==> src/rtl/ram_arbiter_pkg.sv <==
`default_nettype none
// ============================================================================
// Module      : ram_arbiter_pkg
// Description : Shared definitions for the two-requester RAM arbiter: the
//               access FSM state encoding and the default RAM base address.
// Revision    : 1.0 - initial release
// ============================================================================
package ram_arbiter_pkg;

  // Access sequencer states: sample in IDLE, drive the RAM in ACCESS,
  // report completion in RESP.
  typedef enum logic [1:0] {
    IDLE   = 2'd0,
    ACCESS = 2'd1,
    RESP   = 2'd2
  } state_t;

  // Byte address of RAM word 0 unless overridden on the arbiter.
  localparam logic [31:0] BASE_ADDR_DEFAULT = 32'h1001_0000;

endpackage
`default_nettype wire

==> src/rtl/ram_arbiter_if.sv <==
`default_nettype none
// ============================================================================
// Module      : ram_arbiter_if
// Description : Bundle of the two requester ports and the RAM port of the
//               arbiter.
//               slave  : seen by the arbiter (requests and RAM read data in,
//                        grants, completions and RAM controls out).
//               master : seen by the requesters / RAM model (mirror image).
// Revision    : 1.0 - initial release
// ============================================================================
interface ram_arbiter_if #(
  parameter int DATA_WIDTH = 32
);

  // Requester side
  logic                  req0_i, req1_i;
  logic                  we0_i, we1_i;
  logic [DATA_WIDTH-1:0] addr0_i, addr1_i;
  logic [DATA_WIDTH-1:0] wdata0_i, wdata1_i;
  logic                  gnt0_o, gnt1_o;
  logic                  rvalid0_o, rvalid1_o;
  logic [DATA_WIDTH-1:0] rdata0_o, rdata1_o;
  logic                  err0_o, err1_o;

  // RAM side
  logic                  Write_Enable_o;
  logic [DATA_WIDTH-1:0] Address_o;
  logic [DATA_WIDTH-1:0] Write_Data_o;
  logic [DATA_WIDTH-1:0] Read_Data_i;

  modport slave (
    input  req0_i, req1_i, we0_i, we1_i, addr0_i, addr1_i, wdata0_i, wdata1_i,
    input  Read_Data_i,
    output gnt0_o, gnt1_o, rvalid0_o, rvalid1_o, rdata0_o, rdata1_o,
    output err0_o, err1_o,
    output Write_Enable_o, Address_o, Write_Data_o
  );

  modport master (
    output req0_i, req1_i, we0_i, we1_i, addr0_i, addr1_i, wdata0_i, wdata1_i,
    output Read_Data_i,
    input  gnt0_o, gnt1_o, rvalid0_o, rvalid1_o, rdata0_o, rdata1_o,
    input  err0_o, err1_o,
    input  Write_Enable_o, Address_o, Write_Data_o
  );

endinterface
`default_nettype wire

==> src/rtl/ram_arbiter_rr_arbiter2.sv <==
`default_nettype none
// ============================================================================
// Module      : rr_arbiter2
// Description : Two-way round-robin decision. Returns a one-hot winner.
//   req   [1:0] : request vector (bit n = requester n)
//   last        : index of the requester granted most recently
//   grant [1:0] : one-hot winner, all-zero when nothing is requested
// Revision    : 1.0 - initial release
// ============================================================================
module rr_arbiter2 (
  input  logic [1:0] req,
  input  logic       last,
  output logic [1:0] grant
);

  always_comb begin
    grant = req;
    // On a tie the requester that was not served last wins.
    if (req[0] && req[1]) begin
      grant = last ? 2'b01 : 2'b10;
    end
  end

endmodule
`default_nettype wire

==> src/rtl/ram_arbiter.sv <==
`default_nettype none
// ============================================================================
// Module      : ram_arbiter
// Description : Shares one single-port RAM between two requesters. Each
//               access takes a fixed three cycles (IDLE -> ACCESS -> RESP):
//               requests are sampled in IDLE, the winner is granted and the
//               RAM is driven in ACCESS, and the completion (read data or
//               address error) is reported in RESP.
//   clk   : clock, rising edge
//   reset : asynchronous reset, active low
//   bus   : requester and RAM signals (ram_arbiter_if.slave)
// Revision    : 1.0 - initial release
// ============================================================================
module ram_arbiter
  import ram_arbiter_pkg::*;
#(
  parameter int                    MEMORY_DEPTH = 64,
  parameter int                    DATA_WIDTH   = 32,
  parameter logic [DATA_WIDTH-1:0] BASE_ADDR    = DATA_WIDTH'(BASE_ADDR_DEFAULT)
) (
  input  logic         clk,
  input  logic         reset,
  ram_arbiter_if.slave bus
);

  // An address is legal when word aligned and inside the RAM window. The
  // window test divides the offset by four instead of multiplying the depth,
  // so the upper bound cannot overflow DATA_WIDTH.
  function automatic logic is_legal(input logic [DATA_WIDTH-1:0] addr);
    logic [DATA_WIDTH-1:0] offset;
    offset   = addr - BASE_ADDR;
    is_legal = (addr[1:0] == 2'b00) && (addr >= BASE_ADDR) &&
               ((offset >> 2) < DATA_WIDTH'(MEMORY_DEPTH));
  endfunction

  state_t                state;
  logic                  last_gnt;     // requester served most recently
  logic                  cur;          // requester owning the access in flight
  logic                  cur_we;
  logic                  cur_legal;
  logic                  gnt0, gnt1, rvalid0, rvalid1, err0, err1;
  logic [DATA_WIDTH-1:0] rdata0, rdata1;
  logic                  ram_we;
  logic [DATA_WIDTH-1:0] ram_addr, ram_wdata;

  logic [1:0]            req_vec;
  logic [1:0]            win;
  logic                  sel_we;
  logic [DATA_WIDTH-1:0] sel_addr, sel_wdata;
  logic [DATA_WIDTH-1:0] resp_data;

  assign req_vec = {bus.req1_i, bus.req0_i};

  rr_arbiter2 u_rr (
    .req   (req_vec),
    .last  (last_gnt),
    .grant (win)
  );

  assign sel_we    = win[1] ? bus.we1_i    : bus.we0_i;
  assign sel_addr  = win[1] ? bus.addr1_i  : bus.addr0_i;
  assign sel_wdata = win[1] ? bus.wdata1_i : bus.wdata0_i;

  // Writes and illegal accesses complete with zero data.
  assign resp_data = (cur_legal && !cur_we) ? bus.Read_Data_i : '0;

  // ram_addr / ram_wdata double as the latched address and write data of the
  // access in flight; they are loaded only on IDLE->ACCESS, so requester
  // inputs changing after the grant have no effect.
  always_ff @(posedge clk or negedge reset) begin
    if (!reset) begin
      state     <= IDLE;
      last_gnt  <= 1'b1;
      cur       <= 1'b0;
      cur_we    <= 1'b0;
      cur_legal <= 1'b0;
      gnt0      <= 1'b0;
      gnt1      <= 1'b0;
      rvalid0   <= 1'b0;
      rvalid1   <= 1'b0;
      err0      <= 1'b0;
      err1      <= 1'b0;
      rdata0    <= '0;
      rdata1    <= '0;
      ram_we    <= 1'b0;
      ram_addr  <= '0;
      ram_wdata <= '0;
    end else begin
      gnt0    <= 1'b0;
      gnt1    <= 1'b0;
      rvalid0 <= 1'b0;
      rvalid1 <= 1'b0;
      err0    <= 1'b0;
      err1    <= 1'b0;
      ram_we  <= 1'b0;
      case (state)
        IDLE: begin
          if (|req_vec) begin
            state     <= ACCESS;
            cur       <= win[1];
            last_gnt  <= win[1];
            cur_we    <= sel_we;
            cur_legal <= is_legal(sel_addr);
            ram_addr  <= sel_addr;
            ram_wdata <= sel_wdata;
            ram_we    <= sel_we && is_legal(sel_addr);
            gnt0      <= win[0];
            gnt1      <= win[1];
          end
        end
        ACCESS: begin
          state <= RESP;
          if (cur) begin
            rvalid1 <= 1'b1;
            err1    <= !cur_legal;
            rdata1  <= resp_data;
          end else begin
            rvalid0 <= 1'b1;
            err0    <= !cur_legal;
            rdata0  <= resp_data;
          end
        end
        RESP: begin
          state <= IDLE;
        end
        default: begin
          state <= IDLE;
        end
      endcase
    end
  end

  assign bus.gnt0_o         = gnt0;
  assign bus.gnt1_o         = gnt1;
  assign bus.rvalid0_o      = rvalid0;
  assign bus.rvalid1_o      = rvalid1;
  assign bus.err0_o         = err0;
  assign bus.err1_o         = err1;
  assign bus.rdata0_o       = rdata0;
  assign bus.rdata1_o       = rdata1;
  assign bus.Write_Enable_o = ram_we;
  assign bus.Address_o      = ram_addr;
  assign bus.Write_Data_o   = ram_wdata;

endmodule
`default_nettype wire

==> src/flat_wrapper.sv <==
// flat-port wrapper written by rule: the top's interface ports become plain ports
module ram_arbiter_flat import ram_arbiter_pkg::*;
#(
  parameter int                    MEMORY_DEPTH = 64,
  parameter int                    DATA_WIDTH   = 32,
  parameter logic [DATA_WIDTH-1:0] BASE_ADDR    = DATA_WIDTH'(BASE_ADDR_DEFAULT)
)
  (clk, reset, bus_req0_i, bus_req1_i, bus_we0_i, bus_we1_i, bus_addr0_i, bus_addr1_i, bus_wdata0_i, bus_wdata1_i, bus_Read_Data_i, bus_gnt0_o, bus_gnt1_o, bus_rvalid0_o, bus_rvalid1_o, bus_rdata0_o, bus_rdata1_o, bus_err0_o, bus_err1_o, bus_Write_Enable_o, bus_Address_o, bus_Write_Data_o);
  ram_arbiter_if #(.DATA_WIDTH(DATA_WIDTH)) bus_i ();
  input  logic clk;
  input  logic reset;
  input wire logic [$bits(bus_i.req0_i)-1:0] bus_req0_i;
  input wire logic [$bits(bus_i.req1_i)-1:0] bus_req1_i;
  input wire logic [$bits(bus_i.we0_i)-1:0] bus_we0_i;
  input wire logic [$bits(bus_i.we1_i)-1:0] bus_we1_i;
  input wire logic [$bits(bus_i.addr0_i)-1:0] bus_addr0_i;
  input wire logic [$bits(bus_i.addr1_i)-1:0] bus_addr1_i;
  input wire logic [$bits(bus_i.wdata0_i)-1:0] bus_wdata0_i;
  input wire logic [$bits(bus_i.wdata1_i)-1:0] bus_wdata1_i;
  input wire logic [$bits(bus_i.Read_Data_i)-1:0] bus_Read_Data_i;
  output wire logic [$bits(bus_i.gnt0_o)-1:0] bus_gnt0_o;
  output wire logic [$bits(bus_i.gnt1_o)-1:0] bus_gnt1_o;
  output wire logic [$bits(bus_i.rvalid0_o)-1:0] bus_rvalid0_o;
  output wire logic [$bits(bus_i.rvalid1_o)-1:0] bus_rvalid1_o;
  output wire logic [$bits(bus_i.rdata0_o)-1:0] bus_rdata0_o;
  output wire logic [$bits(bus_i.rdata1_o)-1:0] bus_rdata1_o;
  output wire logic [$bits(bus_i.err0_o)-1:0] bus_err0_o;
  output wire logic [$bits(bus_i.err1_o)-1:0] bus_err1_o;
  output wire logic [$bits(bus_i.Write_Enable_o)-1:0] bus_Write_Enable_o;
  output wire logic [$bits(bus_i.Address_o)-1:0] bus_Address_o;
  output wire logic [$bits(bus_i.Write_Data_o)-1:0] bus_Write_Data_o;
  assign bus_i.req0_i = bus_req0_i;
  assign bus_i.req1_i = bus_req1_i;
  assign bus_i.we0_i = bus_we0_i;
  assign bus_i.we1_i = bus_we1_i;
  assign bus_i.addr0_i = bus_addr0_i;
  assign bus_i.addr1_i = bus_addr1_i;
  assign bus_i.wdata0_i = bus_wdata0_i;
  assign bus_i.wdata1_i = bus_wdata1_i;
  assign bus_i.Read_Data_i = bus_Read_Data_i;
  assign bus_gnt0_o = bus_i.gnt0_o;
  assign bus_gnt1_o = bus_i.gnt1_o;
  assign bus_rvalid0_o = bus_i.rvalid0_o;
  assign bus_rvalid1_o = bus_i.rvalid1_o;
  assign bus_rdata0_o = bus_i.rdata0_o;
  assign bus_rdata1_o = bus_i.rdata1_o;
  assign bus_err0_o = bus_i.err0_o;
  assign bus_err1_o = bus_i.err1_o;
  assign bus_Write_Enable_o = bus_i.Write_Enable_o;
  assign bus_Address_o = bus_i.Address_o;
  assign bus_Write_Data_o = bus_i.Write_Data_o;
  ram_arbiter #(.MEMORY_DEPTH(MEMORY_DEPTH), .DATA_WIDTH(DATA_WIDTH), .BASE_ADDR(BASE_ADDR)) u_core (.clk(clk), .reset(reset), .bus(bus_i));
endmodule
==> config.mk <==
export PLATFORM = sky130hd
export DESIGN_NAME = ram_arbiter_flat
export DESIGN_NICKNAME = d
export VERILOG_FILES = /design/src/rtl/ram_arbiter_pkg.sv /design/src/rtl/ram_arbiter_if.sv /design/src/rtl/ram_arbiter_rr_arbiter2.sv /design/src/rtl/ram_arbiter.sv /design/src/flat_wrapper.sv
export SDC_FILE = /design/constraint.sdc
export NUM_CORES = 1
export LEC_CHECK = 0
export ABC_AREA = 1
export CAP_MARGIN = 20
export CORE_AREA = 8 8 121 167
export DETAILED_ROUTE_END_ITERATION = 7
export DIE_AREA = 0 0 129 175
export HOLD_SLACK_MARGIN = 0.05
export PLACE_DENSITY = 0.78
export SETUP_SLACK_MARGIN = 0.3
export SKIP_CTS_REPAIR_TIMING = 1
export SYNTH_ARGS = -nofsm -noshare
export SYNTH_HDL_FRONTEND = slang
export SYNTH_HIERARCHICAL = 1
export SYNTH_SLANG_ARGS = --single-unit
==> constraint.sdc <==
create_clock -name clk -period 1.8 [get_ports clk]
set_clock_uncertainty 0.1 [all_clocks]
set_input_delay 0.36 -clock clk [delete_from_list [all_inputs] [get_ports clk]]
set_output_delay 0.36 -clock clk [all_outputs]
set_load 0.03 [all_outputs]
==> impl_metrics.json <==
{
  "outcome": "finished, violations left",
  "violations_in_the_final_reports": "negative setup slack",
  "register_to_register_setup_slack_ns": -0.25,
  "antennaDiodeCount": 0,
  "drtAntennaViolNets": 0,
  "groute.usage.overall": 0.188,
  "cell_count_post_placement": 1247,
  "globalplace.congestion": 0.847,
  "clockBufferDepth": 2,
  "place.detailed.hpwl_mm": 16.4,
  "numCtsBuffers": 17,
  "seq_area_frac_synth": 0.551,
  "clock_net_sink_count": 141,
  "timing_worst_slew_pin_value_ns": 0.330,
  "grt_first_pass_wirelength_mm": 32.7,
  "timing.max_slew.rel_slack": 0.780,
  "netlist.area_leader.share": 0.547,
  "powerDensity_mw_per_mm2": 1340,
  "peakVddDrop_v": 0.000935,
  "mostFrequentLayoutCells": "162 x clkdlybuf4s50_1, 140 x dfrtp_1, 120 x clkbuf_2",
  "synth_cells": 706,
  "grt_start_max_net_pins": 50,
  "layout.cells.non_filler": 1317,
  "mappedNetlistArea_sq_mm": 0.00640,
  "critical_path_required_ns": 2.04,
  "timing.fmax_mhz": 487,
  "number_of_antenna_violations_at_the_first_check_in_global_routing": 0,
  "timing.rr.end": "u_core/bus.Write_Enable_o",
  "timing.max_cap.violations": 0,
  "synth_seq_cells": 141,
  "critPathSlowestCell": "dfstp_2",
  "area_added_between_synthesis_and_finish_pct": 80.4,
  "route.detailed.vias_per_inst": 4.86,
  "floorplan.core_area_sq_mm": 0.0178,
  "worst_skew_pair_latency_ns": 0.41,
  "critPathCaptureType": "flop",
  "critical_path.max_stage_delay_ns": 0.56,
  "numPortBuffers": 300,
  "initial_utilization": 0.360,
  "synthesis.yosys.warnings": 6,
  "dieArea_sq_mm": 0.0226,
  "post_synth_xor_area_fraction": 0,
  "cts_tree": "yes",
  "rows": 58,
  "rsz_0062_raised_after_global_routing": "true",
  "firstDrtPassIters": 5,
  "wire_length_per_cell_after_detailed_routing_microns": 20.3,
  "slew_viol_final": 0,
  "fillCellCount": 1390,
  "synth_simple_gate_area_share": 0.187,
  "dp_worst_slack_ns": -0.673,
  "postSynthNetCount": 872,
  "crit_path_frequent_cell": "nand2_1",
  "synthMuxAreaShare": 0.114,
  "drive_above_1_share": 0.420,
  "cp_cell_instances": "a21oi_4, buf_12, buf_8, nand2_1, nand2_2, nor2_1, nand3_1, nand2_1, nand2_1, nor2_2, nand3_2, nor2_2",
  "distinct_cell_type_count_of_the_synthesized_netlist": 28,
  "synth.top_cells.by_area": "dfrtp_1 55%, nand2_1 11%, mux2_2 9.8%",
  "final_common_cell": "clkdlybuf4s50_1",
  "yosysTopAreaCell": "dfrtp_1",
  "globalRoute.totalOverflow": 0,
  "synth_top_family_by_area": "simple AND/OR/NAND/NOR gates",
  "routed_wirelength_mm": 26.7,
  "endpoint": "u_core/bus.Write_Enable_o",
  "chipHeight_microns": 175,
  "final_setup_viols": 3,
  "worstRegToRegCells": 12,
  "critical_path.reg2reg.startpoint": "u_core/last_gnt",
  "syn-mean-instance-area_sq_um": 9.07,
  "path_max_fanout": 8,
  "route.vias.total": 6399,
  "dr.first_iter.drc_count": 444,
  "via_count_of_the_first_global_routing_pass": 5807,
  "overall_die_width_microns": 129,
  "finalNetCount": 1230,
  "category_of_the_critical_setup_timing_path": "reg -> reg",
  "hold_path_class": "in -> async",
  "setup.worst_path.start_class": "flop",
  "synthesized_area_fraction_occupied_by_adder_cells": 0,
  "htreeDepth": 4,
  "clock_tree.root_cell": "clkbuf_16",
  "final_period_minus_worst_setup_slack_ns": 2.05,
  "io_pins": 301,
  "final-hold-violation-count": 0,
  "post-route-drc-count": 0,
  "total_leakage_power_uw": 0.00577,
  "setup_ws_ns": -0.252,
  "synth-compound-area-share": 0.0699,
  "crit_start": "u_core/last_gnt",
  "worstPathArrival_ns": 2.30,
  "post-route-period-util": 1.14,
  "clkTransAtPathRegs_ns": 0.06
}
[metal layers]
layer / GRT usage / share of wire / vias up
li1: - / - / 2955
met4: 0.0899 / 0.038 / 0
met5: 0 / 0 / -
met2: 0.329 / 0.53 / 295
met3: 0.0513 / 0.058 / 78
met1: 0.205 / 0.37 / 3071
[area by class of cell]
type                       instances  area, sq um  area share
tap                              240          300      0.0260
clock inverter                    11         82.6     0.00715
sequential                       141         3530       0.306
inverter                          78          300      0.0260
clock buffer                      21          480      0.0416
timing repair buffer             373         3460       0.300
multi-input combinational        450         3340       0.289
timing repair inverter             3         57.6     0.00498
[critical path: cells and delay by family (launching register included)]
| kind | cells | cell delay [ns] |
|---|---|---|
| simple gates | 9 | 0.92 |
| flops | 1 | 0.56 |
| compound gates | 1 | 0.10 |
| buf+inv | 2 | 0.28 |
[cells by family (layout without fill, tap and decap cells)]
kind of cell,count (synthesis),after routing
AO/OA/AOI/OAI,78,78
buffers and inverters,115,486
multiplexers,65,65
AND/OR/NAND/NOR,307,307
flip-flops,141,141
[metrics by stage]
stage	util	cell area, sq um	TNS [ns]	hold WS, ns	total power [uW]
detailed placement	0.559	9940	-21.34	0.166	11100
finish	0.650	11600	-0.510	0.289	15500
global placement	0.559	9940	-17.97	0.170	11000
global route	0.650	11600	-0.747	0.301	16200
CTS	0.591	10500	-21.42	-0.285	14400
floorplan	-	6430	0	-0.0356	8060
[worst min path at each step]
stage,from,end,depth (start not counted)
2_1_floorplan,reset,u_core/bus.Address_o[0],0
3_3_place_gp,reset,u_core/bus.Address_o[5],1
3_5_place_dp,reset,u_core/bus.Write_Data_o[2],1
4_1_cts,reset,u_core/bus.Write_Data_o[2],1
5_1_grt,reset,u_core/bus.Write_Data_o[2],2
6_report,reset,u_core/bus.Write_Data_o[2],2
[power breakdown]
group / leakage [uW] / switching (uW) / internal (uW)
registers: 0.00180 / 493 / 4020
clock network: 0.000265 / 1400 / 1920
logic: 0.00370 / 4750 / 2940
[sequential cells by signal, summed over array words and instances (netlist names)]
register / cells
u_core/bus.Write_Data_o: 32
u_core/bus.rdata0_o: 32
u_core/cur_legal: 1
u_core/bus.gnt0_o: 1
u_core/bus.Write_Enable_o: 1
u_core/bus.err0_o: 1
u_core/state: 2
u_core/bus.Address_o: 32
u_core/last_gnt: 1
u_core/cur: 1
u_core/cur_we: 1
u_core/bus.rvalid1_o: 1
u_core/bus.rdata1_o: 32
u_core/bus.gnt1_o: 1
u_core/bus.err1_o: 1
u_core/bus.rvalid0_o: 1
[Yosys cell counts]
library cell and instances:
a21oi_1 1, a31oi_1 40, buf_1 7, buf_2 9, buf_4 6, buf_6 3
buf_8 1, clkbuf_1 11, dfrtp_1 140, dfstp_2 1, inv_1 76, inv_2 2
mux2_1 8, mux2_2 56, mux2i_1 1, nand2_1 192, nand2_2 2, nand2b_1 1
nand3_1 7, nand3_2 1, nand3b_1 2, nor2_1 95, nor2_2 4, nor3_1 2
o21ai_0 27, o21ai_1 8, o21ai_2 2, or2_0 1
Power figures use the tool's default switching activity.
